## src/rtl/zed_btn_pkg.sv

```systemverilog
// Shared types, default timing constants and sizing helper for the ZedBoard button conditioner.
// Long-press support is selected in the channel by the ZED_BTN_LONG_PRESS_EN macro.
package zed_btn_pkg;

    typedef enum logic [1:0] {
        IDLE         = 2'd0,
        PRESS_WAIT   = 2'd1,
        PRESSED      = 2'd2,
        RELEASE_WAIT = 2'd3
    } btn_state_t;

    localparam int BTN_DEBOUNCE_DEFAULT = 1_000_000;
    localparam int BTN_LONG_DEFAULT     = 50_000_000;

    function automatic int cnt_width(input int max);
        return $clog2(max + 1);
    endfunction

endpackage

```

## src/rtl/zed_btn_channel.sv

```systemverilog
// One button channel: 2-flop synchronizer, debounce FSM and registered pulse outputs.
// Optional long-press counter is built only when ZED_BTN_LONG_PRESS_EN is defined.
module zed_btn_channel
    import zed_btn_pkg::*;
#(
    parameter int DEBOUNCE_CYCLES   = BTN_DEBOUNCE_DEFAULT,
    parameter int LONG_PRESS_CYCLES = BTN_LONG_DEFAULT
) (
    input  logic clk,
    input  logic rst_n,
    input  logic raw,
    output logic level,
    output logic press,
    output logic release_pulse,
    output logic long_pulse
);

    localparam int            CW        = cnt_width(LONG_PRESS_CYCLES);
    localparam logic [CW-1:0] DEB_LIMIT = CW'(DEBOUNCE_CYCLES);
    localparam logic [CW-1:0] CNT_ONE   = CW'(1);

    logic [1:0]    sync_q;
    logic          sync;
    btn_state_t    state, state_n;
    logic [CW-1:0] cnt, cnt_n;
    logic          level_n, press_n, release_n;

    assign sync = sync_q[1];

    always_ff @(posedge clk or negedge rst_n) begin
        if (!rst_n) begin
            sync_q <= 2'b00;
        end else begin
            sync_q <= {sync_q[0], raw};
        end
    end

    always_ff @(posedge clk or negedge rst_n) begin
        if (!rst_n) begin
            state         <= IDLE;
            cnt           <= '0;
            level         <= 1'b0;
            press         <= 1'b0;
            release_pulse <= 1'b0;
        end else begin
            state         <= state_n;
            cnt           <= cnt_n;
            level         <= level_n;
            press         <= press_n;
            release_pulse <= release_n;
        end
    end

    // Any reversal of sync while waiting aborts the wait silently.
    always_comb begin
        state_n   = state;
        cnt_n     = cnt;
        level_n   = level;
        press_n   = 1'b0;
        release_n = 1'b0;
        case (state)
            IDLE: begin
                if (sync) begin
                    state_n = PRESS_WAIT;
                    cnt_n   = CNT_ONE;
                end
            end
            PRESS_WAIT: begin
                if (!sync) begin
                    state_n = IDLE;
                    cnt_n   = '0;
                end else if (cnt == DEB_LIMIT) begin
                    state_n = PRESSED;
                    cnt_n   = '0;
                    level_n = 1'b1;
                    press_n = 1'b1;
                end else begin
                    cnt_n = cnt + CNT_ONE;
                end
            end
            PRESSED: begin
                if (!sync) begin
                    state_n = RELEASE_WAIT;
                    cnt_n   = CNT_ONE;
                end
            end
            RELEASE_WAIT: begin
                if (sync) begin
                    state_n = PRESSED;
                    cnt_n   = '0;
                end else if (cnt == DEB_LIMIT) begin
                    state_n   = IDLE;
                    cnt_n     = '0;
                    level_n   = 1'b0;
                    release_n = 1'b1;
                end else begin
                    cnt_n = cnt + CNT_ONE;
                end
            end
            default: begin
                state_n = IDLE;
                cnt_n   = '0;
            end
        endcase
    end

`ifdef ZED_BTN_LONG_PRESS_EN
    localparam logic [CW-1:0] LONG_LIMIT = CW'(LONG_PRESS_CYCLES);
    localparam logic [CW-1:0] LONG_LAST  = CW'(LONG_PRESS_CYCLES - 1);

    logic [CW-1:0] lcnt, lcnt_n;
    logic          long_n;

    // Counts only while steadily pressed; leaving PRESSED for any reason clears it.
    always_comb begin
        lcnt_n = '0;
        long_n = 1'b0;
        if (state == PRESSED && sync) begin
            lcnt_n = (lcnt == LONG_LIMIT) ? lcnt : lcnt + CNT_ONE;
            long_n = (lcnt == LONG_LAST);
        end
    end

    always_ff @(posedge clk or negedge rst_n) begin
        if (!rst_n) begin
            lcnt       <= '0;
            long_pulse <= 1'b0;
        end else begin
            lcnt       <= lcnt_n;
            long_pulse <= long_n;
        end
    end
`else
    assign long_pulse = 1'b0;
`endif

endmodule

```

## src/rtl/zed_button_conditioner.sv

```systemverilog
// Debounces NUM_BTN raw push-buttons into clean levels and press/release/long strobes on GCLK.
// Long-press strobes exist only when ZED_BTN_LONG_PRESS_EN is defined; otherwise btn_long is 0.
module zed_button_conditioner
    import zed_btn_pkg::*;
#(
    parameter int NUM_BTN           = 4,
    parameter int DEBOUNCE_CYCLES   = BTN_DEBOUNCE_DEFAULT,
    parameter int LONG_PRESS_CYCLES = BTN_LONG_DEFAULT
) (
    input  logic               GCLK,
    input  logic               RST_N,
    input  logic [NUM_BTN-1:0] btn_raw,
    output logic [NUM_BTN-1:0] btn_level,
    output logic [NUM_BTN-1:0] btn_press,
    output logic [NUM_BTN-1:0] btn_release,
    output logic [NUM_BTN-1:0] btn_long
);

    if (DEBOUNCE_CYCLES < 1) begin : g_bad_debounce
        $error("DEBOUNCE_CYCLES must be >= 1");
    end
    if (LONG_PRESS_CYCLES <= DEBOUNCE_CYCLES) begin : g_bad_long
        $error("LONG_PRESS_CYCLES must exceed DEBOUNCE_CYCLES");
    end

    for (genvar i = 0; i < NUM_BTN; i++) begin : g_chan
        zed_btn_channel #(
            .DEBOUNCE_CYCLES   (DEBOUNCE_CYCLES),
            .LONG_PRESS_CYCLES (LONG_PRESS_CYCLES)
        ) u_chan (
            .clk           (GCLK),
            .rst_n         (RST_N),
            .raw           (btn_raw[i]),
            .level         (btn_level[i]),
            .press         (btn_press[i]),
            .release_pulse (btn_release[i]),
            .long_pulse    (btn_long[i])
        );
    end

endmodule

```

## config.mk

```make
export PLATFORM = sky130hd
export DESIGN_NAME = zed_button_conditioner
export DESIGN_NICKNAME = d
export VERILOG_FILES = /design/src/rtl/zed_btn_pkg.sv /design/src/rtl/zed_btn_channel.sv /design/src/rtl/zed_button_conditioner.sv
export SDC_FILE = /design/constraint.sdc
export NUM_CORES = 1
export LEC_CHECK = 0
export CAP_MARGIN = 30
export CORE_MARGIN = 2
export CORE_UTILIZATION = 67
export DETAILED_ROUTE_END_ITERATION = 10
export HOLD_SLACK_MARGIN = 0.03
export PLACE_DENSITY_LB_ADDON = 0.3
export SLEW_MARGIN = 5
export SYNTH_ARGS = -nofsm -noshare
export SYNTH_HDL_FRONTEND = slang
export SYNTH_SLANG_ARGS = --single-unit
```

## constraint.sdc

```tcl
create_clock -name GCLK -period 4.9 [get_ports GCLK]
set_clock_uncertainty 0.05 [all_clocks]
set_input_delay 1.47 -clock GCLK [delete_from_list [all_inputs] [get_ports GCLK]]
set_output_delay 1.47 -clock GCLK [all_outputs]
set_load 0.05 [all_outputs]
```

# [Word-level counts from Yosys, hierarchy flattened]
# Index checks and enable logic that the tools add are counted.
[word_totals] register_bits=132 in_bits=6 out_inout_bits=16 elab_cells=188
[classes] muxes=92 reduce_logical=20 n_addsub=4 eq_ne=48
[op_table] cell="two-way mux 26 bit" n=20
[op_table] cell="case mux 26 bit (4 select lines)" n=4
[op_table] cell="adder 26 x 1 -> 26 bit (second input constant)" n=4
[op_table] cell="== test 26 x 20 -> 1 bit (second input constant)" n=4
[op_table] cell="two-way mux 2 bit" n=24
[op_table] cell="two-way mux 1 bit" n=36
[op_table] cell="inequality test 2 x 1 -> 1 bit (second input constant)" n=16
[op_table] cell="case mux 2 bit (4 select lines)" n=4
[op_table] cell="AND reduction 5 bit" n=4
[op_table] cell="== test 2 bit (second input constant)" n=8
[op_table] cell="inequality test 2 bit (second input constant)" n=8
[op_table] cell="AND reduction 4 bit" n=4
[op_table] cell="inequality test 3 x 1 -> 1 bit (second input constant)" n=4
[op_table] cell="inequality test 3 bit (second input constant)" n=4
[op_table] cell="== test 2 x 1 -> 1 bit (second input constant)" n=4
[op_table] cell="zero test 2 bit" n=4
[op_table] cell="case mux 1 bit (2 select lines)" n=4
[op_table] cell="AND reduction 2 bit" n=4
[op_table] cell="nonzero test 2 bit" n=4

# [Longest topological paths before layout]
# Gate-level depths: netlist of run 1.
[logic_depth] depth_word=4 depth_mapped=9 depth_no_buf=7

# [By module]
# A second synthesis of run 1 with hierarchy kept.
[unflattened] cells_unflattened=803 area_unflattened_um2=7248.2
[modules_own_cells] mod="zed_btn_channel at g_chan[0].u_chan ..." area_each_um2=1810.5 seq_area_each_um2=825.8 cells_per_inst=201 instances=3
[modules_own_cells] mod="zed_btn_channel at g_chan[3].u_chan" area_each_um2=1816.7 seq_area_each_um2=825.8 cells_per_inst=200 instances=1

# [Least setup slack after synthesis of run 1]
# Ideal clock, no wire load.
[synth_path] kind="register to register" from="register g_chan[3].u_chan.cnt[0]" to="register g_chan[3].u_chan.cnt[10]" t_required_ns=4.729 setup_time_ns=0.121 synth_period_minus_slack_ns=2.120 setup_slack_ns=2.780 path_stages_with_launch=9 arrival_ns=1.948 n_path_buf=1 path_cell_list="dfrtp_1 -> inv_1 -> ha_1 -> or3b_2 -> nor3_1 -> a211oi_1 -> nor2_2 -> buf_2 -> nor2_1"
[synth_via] elab_chain_cells=4 elab_cells_between_ends=6 cone_classes="add/sub (1); eq/ne (1); mux (4)"
[synth_rtl] element="start: declaration" line="zed_btn_channel.sv:25" source="logic [CW-1:0] cnt, cnt_n;"
[synth_rtl] element="start signal: assignment" line="zed_btn_channel.sv:47" source="cnt <= cnt_n;"
[synth_rtl] element="adder 26 x 1 -> 26 bit or == test 26 x 20 -> 1 bit (tied branches)"
[synth_rtl] element="two-way mux 26 bit (*)" line="zed_btn_channel.sv:72, zed_btn_channel.sv:91"
[synth_rtl] element="two-way mux 26 bit (on tied branches)" line="zed_btn_channel.sv:88, zed_btn_channel.sv:69"
[synth_rtl] element="case mux 26 bit (4 select lines) (*)" line="zed_btn_channel.sv:61" source="case (state)"
# Every way passes the cells marked *; elsewhere a longest branch is shown, timed or not.
# A chain may end at the register's enable or synchronous reset.

# [Worst setup path in the final report of run 1]
[layout_path] from="register g_chan[2].u_chan.level" to="output port btn_level[2]"
[layout_lines] element="start: declaration" line="zed_btn_channel.sv:12" source="output logic level,"
[layout_lines] element="start signal: assignment" line="zed_btn_channel.sv:48" source="level <= level_n;"
[layout_lines] element="end: declaration" line="zed_button_conditioner.sv:13" source="output logic [NUM_BTN-1:0] btn_level,"
# No word-level cell between the ends.

==> key figures, run 1 <==
Outcome
  • Outcome: complete, no violations

STA
  • Final setup TNS: 0 ps
  • Setup repair after global routing missed its margin: no
  • Post-route worst setup slack: 1670 ps
  • Period utilization: 0.659
  • Final setup violating endpoints: 0
  • Crit path time final: 3230 ps
  • Number of slew-limit violations in the final report: 0
  • Final hold violation count: 0
  • Achievable clock frequency: between 300 and 400 MHz
  • Pin slew with the least headroom to its limit: 961 ps
  • Slew Limit Headroom: 0.360

Yosys
  • Average cell area after synthesis: 9.25 um2
  • Number of distinct library cells after synthesis: 59
  • Number of instances in the synthesized netlist: 760
  • Most instantiated flip-flop cell in the synthesis netlist: dfrtp_1
  • Synthesized flop and latch total: 132
  • Fraction of registers with async set/reset: 1.00
  • EDFF count, synth: 0
  • Netlist area before placement: 7030 um2
  • Sequential area share after synthesis: 0.470
  • Warning count from the yosys run: 0

Worst setup path
  • Critical Path Source: g_chan[2].u_chan.level$_DFFE_PN0P_
  • Cell family with the largest share of critical-path delay: buffers and inverters
  • Critical Setup Path Class: flop to primary output
  • Number of buffers and inverters on the critical path: 1
  • Path length in cells of the critical path: 1
  • Maximum fanout encountered on the critical timing path: 3
  • Startpoint of the most critical register-to-register path: g_chan[2].u_chan.cnt[0]$_DFFE_PN0P_
  • Type of origin of the critical path: flop
  • R2R cell count: 8
  • Arr. time, crit path: 1710 ps
  • Data required time at the worst endpoint: 3380 ps
  • Setup slack on the worst flop-to-flop path: 2230 ps
  • Crit-path max cell delay: 810 ps
  • Master of the slowest instance on the critical path: clkdlybuf4s50_1
  • Worst setup path endpoint: btn_level[2]
  • Chain of cells forming the critical path: clkdlybuf4s50_1
  • Crit end category: primary output
  • Endpoint of the most critical register-to-register path: g_chan[2].u_chan.cnt[12]$_DFFE_PN0P_

Layout
  • Fillers: 708
  • Fin area: 7790 um2
  • Most frequent cells in the layout: dfrtp_1, nand2_1, nor2_1
  • Total number of nets in the final design: 773
  • Ant. Diodes: 0
  • Proportion of layout cells with a drive suffix above 1: 0.0764
  • Most common cell after layout, fill and taps aside: dfrtp_1
  • P&R area growth vs syn: 10.9%

Placement
  • Post-DP HPWL: 9780 um
  • Post-place instance area: 7180 um2
  • Number of buffer cells added on primary ports: 17
  • Routability congestion estimate: 0.845
  • Setup slack at placement: 2230 ps

Global route
  • GR met2 Demand/Resource: 0.483
  • Number of antenna violations at the first check in global routing: 1
  • Number of global-route vias before repair: between 5k and 6k
  • Total congestion overflow after global routing: 0
  • Maximum number of pins on one net before global-route repair: 68
  • Global-route wire length before repair: 26400 um
  • Met1 routing resource usage after global routing: 0.372
  • Global Route Usage Sum: 0.292
  • Met3 Usage GRT: 0.0705
  • Most crowded layer after global routing: met2

Clocking
  • H-tree Lvls: 4
  • Post-CTS setup repair buffer count: 0
  • Clk sinks: approximately 130
  • Cts-stage hold buffer count: 0
  • Post-CTS clock slew at the launch and capture registers of the worst setup and hold paths: approximately 60 ps
  • TritonCTS clock tree: done
  • Number of buffers created by CTS: 17
  • Clock Tree Root: clkbuf_8
  • Quantity of gates resized following cts: 0
  • Buffer depth of the longest clock path: 2
  • Skew-Pair Late Insertion Delay: 540 ps

Flow run
  • Max Cap Violations: 0

Route
  • Number of nets with antenna violations after detailed routing: 0
  • TritonRoute pass-1 iters: 5
  • Avg WL per Cell: about 17 um
  • Drt initial violations: between 400 and 500
  • DRC errors left: 0
  • Drt via density: 6.39
  • Total Routed Length: between 15000 and 20000 um
  • Number of vias in the routed layout: roughly 5.8k

Die
  • Initial cell density of the core: 0.684
  • Die outline area: 11300 um2
  • Die Y: approximately 110 um
  • Die span in x: 106 um
  • Number of placed I/O pins: 22
  • Number of cell rows: 37
  • Area of the core: 10300 um2

Power
  • Sum of internal, switching and leakage power: 2.70 mW
  • Power Density: 346 nW/um2
  • Total leakage power: ~3.2 nW
  • IR drop worst, VDD: 0.360 mV

Worst hold path
  • Worst min-delay path class: flop to flop
[worst min-delay path by stage]
stage                                               startpoint                              endpoint  cells after the start  slack [ps]
after floorplan           g_chan[0].u_chan.sync_q[0]$_DFF_PN0_  g_chan[0].u_chan.sync_q[1]$_DFF_PN0_                      0         280
after global placement    g_chan[2].u_chan.sync_q[0]$_DFF_PN0_  g_chan[2].u_chan.sync_q[1]$_DFF_PN0_                      0         280
after detailed placement  g_chan[0].u_chan.sync_q[0]$_DFF_PN0_  g_chan[0].u_chan.sync_q[1]$_DFF_PN0_                      0         290
after CTS                 g_chan[2].u_chan.sync_q[0]$_DFF_PN0_  g_chan[2].u_chan.sync_q[1]$_DFF_PN0_                      0         300
after global routing      g_chan[2].u_chan.sync_q[0]$_DFF_PN0_  g_chan[2].u_chan.sync_q[1]$_DFF_PN0_                      0         300
final                     g_chan[2].u_chan.sync_q[0]$_DFF_PN0_  g_chan[2].u_chan.sync_q[1]$_DFF_PN0_                      0         300
[per-stage QoR]
stage                     utilization  hold WS [ps]  std cells
final                           0.758           296        908
after global routing            0.758           305        908
after CTS                       0.758           296        907
after detailed placement        0.698           286        875
after global placement          0.698           283        875
after floorplan                     -           281        763
[logic make-up after synthesis]
logic type | count (synthesis) | share of synthesized area
fa+ha+maj | 8 | 0.0142
mux | 8 | 0.0116
compound gates | 155 | 0.139
buf+inv | 78 | 0.0537
flops | 132 | 0.470
xor+xnor | 40 | 0.0498
simple gates | 338 | 0.262
other cells | 1 | 0.000533
[power breakdown]
group	total [mW]	switching (mW)	internal, mW
clock network	1.32	0.480	0.837
logic	0.185	0.120	0.0649
registers	1.20	0.0644	1.13
[Yosys cell counts, types with 18 or more instances]
library cell	number	area, um2
a21oi_1	45	225
xnor2_1	23	201
nand4_1	34	213
dfrtp_1	132	3300
inv_1	32	120
nand2_1	70	263
o21ai_0	22	110
a31oi_1	46	288
nand3_1	46	230
nor2_1	67	251
buf_4	18	135
nor3_1	20	100
[flip-flops by register name, indices dropped and copies added, names as in the netlist, named ones only]
signal,count
g_chan.u_chan.level,4
g_chan.u_chan.cnt,104
g_chan.u_chan.state,4
g_chan.u_chan.sync_q,8
g_chan.u_chan.release_pulse,4
g_chan.u_chan.press,4
[cell type report]
class	instances	area [um2]	area share
Clock buffer	18	428	0.0549
Inverter	32	120	0.0154
Sequential cell	132	3300	0.424
Tap cell	136	170	0.0218
Clock inverter	14	184	0.0236
Multi-Input combinational cell	553	3360	0.432
Timing Repair Buffer	23	225	0.0289
[layer usage]
metal	share of wire	vias to the layer above
li1	-	2748
met1	0.42	2818
met2	0.51	200
met3	0.054	39
met4	0.020	0
met5	0	-
Note: power is estimated with default switching activity, not from simulation.
==> run 2, diff against run 1 <==
- CORE_UTILIZATION: 67 -> 56
- clock period: 4.9 -> 2.9 ns (I/O delays scaled with it)
==> run 2 against run 1 <==
- worst hold slack better by 8.1 ps
- count of clock-buffer cells in the layout grew 5
- critical path depth stayed put
- largest cell class unchanged
- worst setup slack worse by 1300 ps
- final cell count is 4.0% higher
- critical endpoint is now btn_level[0]
- utilization is 10 points lower
- sequential share of layout area down 0.68 points
- sequential power increased by 68%
- final area is 1.6% higher
- combinational power is 66% higher
- die area is 19% higher
==> key figures, run 2 (synthesis gave the netlist of run 1 again) <==
Global route
  • Total congestion overflow after global routing: 0
  • Number of antenna violations at the first check in global routing: 0
  • Maximum number of pins on one net before global-route repair: 58
  • Global-route wire length before repair: approximately 26000 um
  • Global Route Usage Sum: 0.242
  • Number of global-route vias before repair: 5586

Worst setup path
  • Arr. time, crit path: between 1500 and 2000 ps
  • Chain of cells forming the critical path: clkdlybuf4s50_1
  • Data required time at the worst endpoint: 1980 ps
  • Crit end category: primary output
  • Type of origin of the critical path: flop
  • Number of buffers and inverters on the critical path: 1
  • Startpoint of the most critical register-to-register path: g_chan[0].u_chan.cnt[15]$_DFFE_PN0P_
  • Maximum fanout encountered on the critical timing path: 3
  • Critical Setup Path Class: flop to primary output
  • Critical Path Source: g_chan[0].u_chan.level$_DFFE_PN0P_
  • Cell family with the largest share of critical-path delay: buffers and inverters
  • Crit-path max cell delay: between 800 and 900 ps
  • Master of the slowest instance on the critical path: clkdlybuf4s50_1

Clocking
  • Post-CTS clock slew at the launch and capture registers of the worst setup and hold paths: 60 ps
  • Clk sinks: 132
  • Quantity of gates resized following cts: 0
  • Number of buffers created by CTS: 17
  • Buffer depth of the longest clock path: 2
  • Cts-stage hold buffer count: 0
  • Skew-Pair Late Insertion Delay: between 400 and 500 ps
  • TritonCTS clock tree: done
  • Clock Tree Root: clkbuf_16
  • H-tree Lvls: 4
  • Post-CTS setup repair buffer count: 0

Route
  • DRC errors left: 0
  • Total Routed Length: 14800 um
  • Drt via density: 6.09
  • Drt initial violations: 550
  • Number of vias in the routed layout: 5752
  • Avg WL per Cell: roughly 16 um
  • TritonRoute pass-1 iters: 6
  • Number of nets with antenna violations after detailed routing: 0

Flow run
  • Max Cap Violations: 0

STA
  • Setup repair after global routing missed its margin: no
  • Number of slew-limit violations in the final report: 0
  • Slew Limit Headroom: 0.447
  • Crit path time final: about 2600 ps
  • Pin slew with the least headroom to its limit: 826 ps
  • Achievable clock frequency: 391 MHz
  • Period utilization: 0.881
  • Final setup TNS: 0 ps
  • Post-route worst setup slack: 345 ps
  • Final hold violation count: 0
  • Final setup violating endpoints: 0

Power
  • Power Density: approximately 600 nW/um2
  • IR drop worst, VDD: 0.451 mV
  • Total leakage power: 3.25 nW

Layout
  • Max FFs per register: 104
  • Ant. Diodes: 0
  • Largest register by flop count: g_chan.u_chan.cnt
  • Proportion of layout cells with a drive suffix above 1: 0.0760
  • Total number of nets in the final design: 777
  • Most common cell after layout, fill and taps aside: dfrtp_1
  • Most frequent cells in the layout: dfrtp_1, nand2_1, nor2_1
  • Leading registers by flop count: g_chan.u_chan.cnt x104, g_chan.u_chan.sync_q x8
  • P&R area growth vs syn: 12.7%
  • Utilization after layout: 0.654

Worst hold path
  • Worst min-delay path class: flop to flop
  • Startpoint of the lowest-slack hold path: g_chan[2].u_chan.sync_q[0]$_DFF_PN0_

Die
  • Initial cell density of the core: 0.580
  • Number of placed I/O pins: 22
  • Number of cell rows: 40
  • Area of the core: 12100 um2
  • Die span in x: 116 um
  • Die outline area: 13500 um2
  • Die Y: 116 um

Placement
  • Routability congestion estimate: 0.887
  • Post-DP HPWL: 9840 um
  • Number of buffer cells added on primary ports: 17
  • Setup slack at placement: 472 ps

Outcome
  • Outcome: complete, no violations
run 2: cell count changes in the layout (fill, tap and decap cells not counted):
cell | previous run | this run
clkbuf_4 | 1 | 0
buf_4 | 5 | 8
clkbuf_16 | 16 | 17
inv_6 | 1 | 0
clkbuf_1 | 0 | 4
clkinv_4 | 2 | 0
bufinv_16 | 4 | 5
clkinv_2 | 6 | 2
clkinvlp_4 | 1 | 2
buf_12 | 1 | 3
run 2: through the flow:
stage	hold slack, ps	total power, mW	cells	cell area, um2
4_1_cts	304	4.69	944	7920
3_3_place_gp	285	2.33	912	7280
6_report	304	4.67	944	7920
2_1_floorplan	281	2.24	763	7040
3_5_place_dp	292	2.35	912	7280
5_1_grt	315	4.83	944	7920
run 2: final timing paths:
check / slack (ps) / to / cells after the start
max: 340 / btn_level[0] / 1
min: 300 / g_chan[2].u_chan.sync_q[1]$_DFF_PN0_ / 0
max reg2reg: 440 / g_chan[0].u_chan.cnt[16]$_DFFE_PN0P_ / 6
min reg2reg: 300 / g_chan[2].u_chan.sync_q[1]$_DFF_PN0_ / 0
max in group asynchronous: 1780 / g_chan[2].u_chan.cnt[18]$_DFFE_PN0P_ / 2
min in group asynchronous: 360 / g_chan[0].u_chan.press$_DFF_PN0_ / 1
run 2: per-layer routing:
| layer | wire (um) | vias up | part of all wire | GRT usage |
|---|---|---|---|---|
| met5 | 0 | - | 0 | 0 |
| met4 | 370 | 0 | 0.025 | 0.129 |
| met3 | 730 | 37 | 0.049 | 0.0654 |
| met2 | 7150 | 161 | 0.48 | 0.379 |
| met1 | 6500 | 2791 | 0.44 | 0.309 |
| li1 | - | 2763 | - | - |
run 2: area by class of cell:
type	instances	area, um2
timing repair buffer	27	280
fill	958	4190
clock inverter	9	175
tap	168	210
clock buffer	23	468
inverter	32	120
sequential	132	3300
multi-input combinational	553	3360
run 2: power breakdown:
group          total (mW)  switching, mW  internal (mW)
registers            2.02          0.106           1.91
clock network        2.34          0.776           1.57
logic               0.307          0.192          0.114
total                4.67           1.07           3.59
==> RTL edit, RTL diff (flow settings as in run 2) <==
The 4 states of `btn_state_t` get a one-hot encoding in 4 bits.
--- a/src/rtl/zed_btn_pkg.sv
+++ b/src/rtl/zed_btn_pkg.sv
@@ -3,9 +3,9 @@
 package zed_btn_pkg;
 
-    typedef enum logic [1:0] {
-        IDLE         = 2'd0,
-        PRESS_WAIT   = 2'd1,
-        PRESSED      = 2'd2,
-        RELEASE_WAIT = 2'd3
+    typedef enum logic [3:0] {
+        IDLE         = 4'b0001,
+        PRESS_WAIT   = 4'b0010,
+        PRESSED      = 4'b0100,
+        RELEASE_WAIT = 4'b1000
     } btn_state_t;
 
Function: same outputs for any inputs over 10 cycles, from zero or initial values and one cycle with RST_N low; not proved beyond that.
==> RTL edit against run 2 <==
Total power increased by 3.6%. Sequential cell count increased by 8. Routed wire length increased by 6.7%. Clock power decreased by 9.4%. Cell area increased by 7.1%. Sequential power increased by 6%. Worst setup slack got worse by 210 ps. Critical path type is now register to register. Synthesized area increased by 8.0%. Final cell count increased by 9.3%.
==> RTL edit: results (changes against run 2) <==
| Metric | Value |
|---|---|
| Reg-to-Reg Start | g_chan[0].u_chan.cnt[7] |
| Status | completed |
| Gpl congestion | 0.852 (-4.0%) |
| Final WL | 15700 um (+6.7%) |
| Reg-to-reg setup timing slack | 130 ps (-310 ps) |
| Async SR Flop Fraction | 1.00 (unchanged) |
| Hold WC Path Type | register to register |
| Via/cell ratio | 5.89 (-3.3%) |
| Worst hold path cell count | 0 (unchanged) |
| Synth cell count leaders | dfrtp_1 (136), nor2_1 (107), nand2_1 (54), nand3_1 (46) |
| 1st-iter DRT viols | 506 (-8.0%) |
| Seq/Total Area, Yosys | 0.462 (-0.00759) |
| Crit path DAT | 3020 ps (+1380 ps) |
| Ranking of synthesized cells by area | dfrtp_1 (45%), nor2_1 (5.3%), xor2_1 (4.5%) |
| Worst-path fanout max | 11 (+8) |
| Top flop regs | g_chan.u_chan.cnt (104), g_chan.u_chan.state (16), g_chan.u_chan.sync_q (8) |
| First-pass GRT wire length | 27600 um (+7.7%) |
| Leakage | 0.00348 uW (+7.2%) |
| Worst-Skew Late Latency | 430 ps (about the same) |
| Peak supply drop | 0.399 mV (-12%) |
| Worst Setup EP | g_chan[0].u_chan.cnt[7] |
| H-Tree Depth | 4 (unchanged) |
| Fillers | 1081 (+13%) |
| Vias in the first global route | 6000 (+7.4%) |
| Reg clk slew, reported paths | 60 ps (about the same) |
| Setup crit start kind | register |
| CTS max path bufs | 2 (unchanged) |
| Final #Nets | 857 (+10%) |
| Number of detailed-route iterations in the first pass | 5 (-1) |
| Cell variety after synth | 64 (+8.5%) |
| Layout cells sized above 1 | 0.0783 (+0.00224) |
| CTS Buf Count | 17 (unchanged) |
| # resized after CTS | 0 (unchanged) |
| Gr usage total | 0.235 (-0.00762) |
| DP HPWL | 10400 um (+6.1%) |
| Post CTS Setup Buffer Count | 0 (unchanged) |
| Relative slew slack | 0.401 (-0.0465) |
| Reg2Reg Depth | 6 (unchanged) |
| Largest net degree at the start of global routing | 57 (-1.7%) |
==> RTL edit: how the worst min path moves through the flow <==
| stage | startpoint | endpoint | slack, ps |
|---|---|---|---|
| 2_1_floorplan | g_chan[0].u_chan.sync_q[0] | g_chan[0].u_chan.sync_q[1] | 280 |
| 3_3_place_gp | g_chan[1].u_chan.sync_q[0] | g_chan[1].u_chan.sync_q[1] | 280 |
| 3_5_place_dp | g_chan[3].u_chan.sync_q[0] | g_chan[3].u_chan.sync_q[1] | 290 |
| 4_1_cts | g_chan[3].u_chan.sync_q[0] | g_chan[3].u_chan.sync_q[1] | 300 |
| 5_1_grt | g_chan[2].u_chan.sync_q[0] | g_chan[2].u_chan.sync_q[1] | 320 |
| 6_report | g_chan[3].u_chan.sync_q[0] | g_chan[3].u_chan.sync_q[1] | 300 |
==> RTL edit: cells by family (layout without fill, tap and decap cells) <==
family                     Yosys count  after routing  share of synthesized area
other                                1              4                   0.000494
xor gates and xnor gates            70             70                     0.0808
and+or+nand+nor                    404            404                      0.287
DFF                                140            140                      0.462
AOI/OAI and AO/OA                  131            131                      0.106
adders and majority gates            8              8                     0.0132
buffers and inverters               79             99                     0.0498
==> RTL edit: critical path: stages (launching register included) <==
cell	delay (ps)
dfrtp_1	450
or4_1	510
or4_1	520
or2_0	310
nand2_1	340
nor3b_1	100
or3_1	360
==> RTL edit: per-stage QoR <==
step                      worst slack (ps)  hold slack, ps  instances  utilization  instance area, um2
after floorplan                        278             281        836            -                7600
after global placement                 240             284        999        0.596                7900
after detailed placement               181             293        999        0.596                7900
after CTS                              165             301       1031        0.640                8480
after global routing                  28.4             320       1032        0.640                8480
final                                  134             299       1032        0.640                8480
==> RTL edit: per-layer routing <==
layer | share of wire | GRT usage | vias up
met4 | 0.018 | 0.0908 | 0
met1 | 0.46 | 0.308 | 2976
met5 | 0 | 0 | -
met2 | 0.48 | 0.379 | 134
met3 | 0.036 | 0.0542 | 27
li1 | - | - | 2941
==> RTL edit: final cells by class <==
class | instances | area [um2] | share of cell area
multi-input cells | 617 | 3710 | 0.438
flip-flops and latches | 140 | 3510 | 0.414
clock buffers | 19 | 433 | 0.0510
repair buffers | 41 | 362 | 0.0426
well taps | 176 | 220 | 0.0260
clock inverters | 13 | 145 | 0.0171
inverters | 26 | 97.6 | 0.0115
==> RTL edit: where the power goes <==
part / switching, uW / internal (uW)
sequential: 119 / 2020
clock: 855 / 1270
combinational: 338 / 232
total: 1310 / 3520
